## config.mk

```make
export PLATFORM = sky130hd
export DESIGN_NAME = aes_keyadd_stream
export DESIGN_NICKNAME = d
export VERILOG_FILES = /design/src/rtl/aes_keyadd_stream.sv
export SDC_FILE = /design/constraint.sdc
export NUM_CORES = 1
export LEC_CHECK = 0
export ABC_AREA = 1
export BUFFER_PORTS_ARGS = -buffer_cell sky130_fd_sc_hd__buf_2
export CORE_MARGIN = 2
export CORE_UTILIZATION = 47
export CTS_BUF_LIST = sky130_fd_sc_hd__clkbuf_2 sky130_fd_sc_hd__clkbuf_4 sky130_fd_sc_hd__clkbuf_8
export CTS_CLUSTER_SIZE = 30
export DETAILED_ROUTE_END_ITERATION = 10
export HOLD_SLACK_MARGIN = 0.03
export PLACE_DENSITY_LB_ADDON = 0.05
export RECOVER_POWER = 25
export SLEW_MARGIN = 15
export SYNTH_ARGS = -nofsm -noshare
export SYNTH_HDL_FRONTEND = slang
export SYNTH_SLANG_ARGS = --single-unit
```

## constraint.sdc

```tcl
create_clock -name clk -period 1.7 [get_ports clk]
set_clock_uncertainty 0.2 [all_clocks]
set_input_delay 0.17 -clock clk [delete_from_list [all_inputs] [get_ports clk]]
set_output_delay 0.17 -clock clk [all_outputs]
set_load 0.01 [all_outputs]
```

## src/rtl/aes_keyadd_stream.sv

```systemverilog
// Word-serial AES AddRoundKey stage: XORs state beats with subkey beats behind a
// single registered valid/ready output stage, with block framing and a sticky error flag.
module aes_keyadd_stream #(
   parameter int WORD_W = 32
) (
   input  logic              clk,
   input  logic              rst,
   input  logic              clear,
   input  logic              in_valid,
   output logic              in_ready,
   input  logic [WORD_W-1:0] in_state,
   input  logic [WORD_W-1:0] in_key,
   input  logic              in_bypass,
   input  logic              in_last,
   output logic              out_valid,
   input  logic              out_ready,
   output logic [WORD_W-1:0] out_data,
   output logic              out_last,
   output logic              err
);

   localparam int NWORDS = 128 / WORD_W;
   localparam int CW     = (NWORDS > 1) ? $clog2(NWORDS) : 1;
   localparam logic [CW-1:0] LAST_CNT = CW'(NWORDS - 1);

   if (!(WORD_W == 8 || WORD_W == 16 || WORD_W == 32 || WORD_W == 64 || WORD_W == 128)) begin : g_bad_width
      $error("aes_keyadd_stream: WORD_W must be 8, 16, 32, 64 or 128");
   end

   logic [CW-1:0] cnt;
   logic          accept;
   logic          at_last;

   always_comb begin
      in_ready = !out_valid || out_ready;
      accept   = in_valid && in_ready;
      at_last  = (cnt == LAST_CNT);
   end

   // clear outranks a same-cycle accept; the offered beat is simply dropped
   always_ff @(posedge clk or posedge rst) begin
      if (rst) begin
         out_valid <= 1'b0;
         out_data  <= '0;
         out_last  <= 1'b0;
         err       <= 1'b0;
         cnt       <= '0;
      end else if (clear) begin
         out_valid <= 1'b0;
         err       <= 1'b0;
         cnt       <= '0;
      end else if (accept) begin
         out_valid <= 1'b1;
         out_data  <= in_bypass ? in_state : (in_state ^ in_key);
         out_last  <= at_last;
         cnt       <= (in_last || at_last) ? '0 : cnt + CW'(1);
         if (in_last != at_last) err <= 1'b1;
      end else if (out_ready) begin
         out_valid <= 1'b0;
      end
   end

endmodule
```

**After elaboration in Yosys (flattened, before gate mapping)**

Index checks and enable logic that the tools add are counted.

- Register bits: 37
- Bits in latches: 0
- RAM bits: 0
- Memory bits (read-only): 0
- Input port bits: 71
- Output and inout bits: 36
- Logic and storage cells: 29
- Memories kept: 0

- $add $sub $neg: 1
- $mul: 0
- Div/mod/pow operators: 0
- Order comparisons: 0
- Eq/ne operators: 2
- Shift operators: 0
- Muxes and demuxes: 10
- Bitwise operators: 2
- Reductions and logical operators: 9

Operators with widths:

| kind | number |
|---|---|
| 32-bit 2-to-1 mux | 1 |
| 32-bit bitwise XOR | 1 |
| 1-bit 2-to-1 mux | 6 |
| 2-bit 2-to-1 mux | 3 |
| 2-bit AND reduction | 2 |
| 2-bit nonzero test | 2 |
| 3-bit nonzero test | 1 |
| 2-bit by 1-bit adder with 2-bit output, second input constant | 1 |
| 2-bit equality test, second input constant | 1 |
| 1-bit logical OR | 2 |
| 1-bit logical AND | 1 |
| 1-bit logical NOT | 1 |
| 1-bit != test | 1 |
| 1-bit inverter | 1 |

**Longest topological paths before layout**

- Word-level depth: 5
- Mapped depth: 7
- Gate-level depth less buffers: 5

**Worst setup path after synthesis**

OpenSTA, ideal clock, no wires.

- Kind: register to register
- Start: register out_valid
- End: register out_data[24]
- Setup time: 124 ps
- Arrival time: 983 ps
- Data required time: 1,376 ps
- Path slack: 393 ps
- Cell stages (with the launch flop): 7
- Path buffers: 2
- Clock period less this slack: 1,307 ps
- Cells stage by stage: dfrtp_1 -> nand2_4 -> nand3_4 -> buf_6 -> buf_6 -> nand2_1 -> o21ai_1

- Word-level cells in the longest chain between the ends: 4

Ends and longest elaborated chain:

| item | line | source |
|---|---|---|
| start: declaration | 15 | `output logic out_valid,` |
| start signal: assignment | 43 | `out_valid <= 1'b0;` |
| start signal: assignment | 49 | `out_valid <= 1'b0;` |
| start signal: assignment | 53 | `out_valid <= 1'b1;` |
| 1-bit logical NOT | 35 | `in_ready = !out_valid \|\| out_ready;` |
| 1-bit logical OR | 35 |  |
| net in_ready | 10 | `output logic in_ready,` |
| 1-bit logical AND | 36 | `accept = in_valid && in_ready;` |
| 2-bit AND reduction (no line) | - |  |
| end signal: assignment | 54 | `out_data <= in_bypass ? in_state : (in_state ^ in_key);` |
| end: declaration | 17 | `output logic [WORD_W-1:0] out_data,` |

The timed path passes the listed nets, and every way through them passes these cells.
A chain may end at the register's enable or synchronous reset.

**Worst setup path in the final report**

- Start: input port in_state[17]
- End: register out_data[17]

- Word-level cells in the longest chain between the ends: 2

Ends and longest elaborated chain:

| item | line | source |
|---|---|---|
| start: declaration | 11 | `input logic [WORD_W-1:0] in_state,` |
| 32-bit bitwise XOR | 54 |  |
| 32-bit 2-to-1 mux * | 54 |  |

Mark *: on every way between the ends. The rest lies on a longest branch, timed or not.

==> run summary <==
The run finished with clean final reports. The initial cell density of the core is 48.2%. The clock sink count came out at 37.

The number of detailed-routing iterations run before antenna repair came out at 4. The summed negative setup slack over all endpoints is 0 ps. In this run the critical register-to-register path is launched from out_valid$_DFFE_PP0P_. Dividing the final minimum period by the clock period gives 97.5%. The library cell used most frequently in the layout, excluding fill and tap cells, is nand2_1. Along the worst hold path, the cell count comes to 4. The capturing element type of the critical path is a register. The register area share after synthesis came out at 44.4%. The worst-case IR drop observed on VDD is 0.000502 V.

The wire length of the first global-routing pass is 10900 µm. The worst setup path is launched from an input pin. The detailed router placed 2574 vias in this run. Detailed placement finished with a half-perimeter wire length of 3470 µm. The number of synthesized register bits came out at 37. The maximum root-to-sink buffer count is 2. The max-slew violation count was 0. The minimum setup slack among reg-to-reg paths came out at 260 ps.

The core area came out at 4320 µm². The post-route core utilization is 80.2%. The static leakage came out at 0.00196 µW.

Leaving out fill and tap cells, the most frequent cells in the layout are nand2_1 (133), buf_2 (106), dlygate4sd3_1 (72). The H-tree level count came out at 2. The initial antenna violation count came out at 0. The post-route minimum period is 1660 ps. The tool flagged a number of max-cap violations equal to 0. For this run the aggregate overflow at the end of global routing stands at 0. Among the stages of the critical path, the cell type that occurs most often is dlygate4sd3_1. The highest attainable clock frequency came out at 0.603 GHz. The synthesized netlist cell count is 299. The DRC violations left came out at 0. In this run the vertical extent of the chip is 70.6 µm. The length in cells of the worst reg-to-reg path is 3. TritonCTS built the clock tree. The summed instance area of the synthesized netlist came out at 2090 µm². The width of the die is 70.6 µm. The clock reaches the later pin of the worst-skew pair after 280 ps. Setup repair after global routing left no endpoint under its margin.

The final-stage net count came out at 550. The root buffer cell chosen for the clock tree is clkbuf_8. At the pin with the least slew margin, the transition time is 741 ps.

The post-detailed-route count of antenna-violating nets came out at 0. The total of warnings raised by yosys came out at 0. The min-delay analysis places its worst path in the category input pin to register. The net count after synthesis is 372. The final worst slack came out at 41.9 ps. The worst min-delay path startpoint is in_key[12].

The critical path goes through dlygate4sd3_1 > buf_2 > nand3_1 > dlygate4sd3_1 > nand2_1 > o21ai_1. The number of setup violations in the final report came out at 0. The maximum fanout count along the critical path came out at 2. The via count of the first global-routing pass is 2597. The critical path required time came out at 1700 ps. After filler insertion, the fill cell instance count of the layout stands at 289. TritonCTS created 5 clock buffers. The post-synthesis to final-layout area growth is 66.3%.

The total routing usage reported by global routing is 27.2%. The synthesized netlist contains 16 unique library cells. The remaining max-slew budget at the tightest pin is 50.6%. The worst stage delay on the critical path came out at 560 ps. The final RePlAce weighted congestion is 0.691. Power spread over the standard cell area amounts to 707 nW/µm².

The die covers 4990 µm². The routed length per placed instance is 12.4 µm. The worst hold-check slack is 13.7 ps. The end point of the most critical hold path is out_data[12]$_DFFE_PP0P_. During I/O placement, the number of pins put on the boundary was 107.

The count of final hold-check violations is 0. The slowest stage of the critical path belongs to the cell dlygate4sd3_1. The antenna diode instance count is 0. The capture instance of the worst register-to-register path is out_valid$_DFFE_PP0P_. The port buffer count is 106. The routed design has 6580 µm of wire.

The arrival time reported for the critical path endpoint is 1660 ps. The clock-pin slew of the registers on the worst-case setup and hold paths is 70 ps. The detail-routed via count per cell came out at 4.87. The number of rows in the core area came out at 24. The classification of the worst setup path is input pin to register. The pre-CTS worst setup slack came out at 368 ps. The largest net degree at the start of global routing came out at 64. In this run the mean area of a mapped cell was 6.98 µm². The share of layout cells above drive strength 1 is 26.4%. For this block, the initial DRC count from the detailed router was 172.
## through the flow
stage | instances | total power, µW | area [µm²]
global placement | 449 | 1670 | 2650
CTS | 539 | 2440 | 3570
global route | 529 | 2580 | 3470
finish | 529 | 2450 | 3470
detailed placement | 449 | 1690 | 2650
floorplan | 299 | 1410 | 2090
## registers in the layout (all words and copies together) (netlist names)
name       cells
out_valid      1
out_data      32
cnt            2
err            1
out_last       1
## worst max path at each step
stage               slack, ps                  start                       end  cells past startpoint
finish                     40           in_state[17]  out_data[17]$_DFFE_PP0P_                      6
global route              0.2            in_state[9]   out_data[9]$_DFFE_PP0P_                      6
CTS                        70             in_key[20]  out_data[20]$_DFFE_PP0P_                      6
detailed placement        370     cnt[0]$_DFFE_PP0P_           err$_DFFE_PP0P_                      5
global placement          390     cnt[0]$_DFFE_PP0P_           err$_DFFE_PP0P_                      5
floorplan                 390  out_valid$_DFFE_PP0P_  out_data[24]$_DFFE_PP0P_                      6
## per-layer routing
metal	GRT usage (%)	wire [µm]	up-vias	part of all wire, %
li1	-	-	1285	-
met1	29.3	2540	1162	39
met2	52.3	3450	105	52
met3	5.27	401	22	6.1
met4	10.5	189	0	2.9
met5	0	0	-	0
## area by class of cell
class                           instances  area, µm²  share of cell area (%)
Clock buffer                            7       90.1                    2.60
Inverter                               41        154                    4.44
Multi-Input combinational cell        208        927                    26.7
Sequential cell                        37        926                    26.7
Tap cell                               52       65.1                    1.88
Timing Repair Buffer                  184       1310                    37.7
## what timing repair did
action | CTS | global route
endpoints found under the setup margin | 0 | 19
buffers inserted | 0 | 0
hold buffers | 83 | 0
resized for setup | 0 | 12
hold endpoints to repair | 72 | 0
## power by group
group	internal, µW	leakage, µW	switching (µW)	total (µW)
registers	1010	0.000460	72.8	1080
logic	363	0.00146	379	742
clock network	338	0.0000477	289	626
## synth_stat cells
master / count / area [µm²]
a21oi_1: 1 / 5.00
buf_2: 7 / 35.0
buf_4: 2 / 15.0
buf_6: 2 / 22.5
clkbuf_2: 2 / 10.0
dfrtp_1: 37 / 926
ha_1: 2 / 25.0
inv_1: 39 / 146
inv_2: 2 / 7.51
nand2_1: 133 / 499
nand2_4: 1 / 11.3
nand3_1: 34 / 170
nand3_4: 1 / 17.5
o21ai_0: 19 / 95.1
o21ai_1: 13 / 65.1
o21ai_2: 4 / 35.0
## critical path: cells and delay by family
family                 cells  cell delay [ps]
buffers and inverters      3             1240
AND/OR/NAND/NOR            2              130
AO/OA/AOI/OAI              1              120
## cell families after synthesis
logic type	synth area share, %
compound gates	9.60
fa+ha+maj	1.20
buf+inv	11.3
flops	44.4
simple gates	33.5
(Power assumes the default switching activity.)
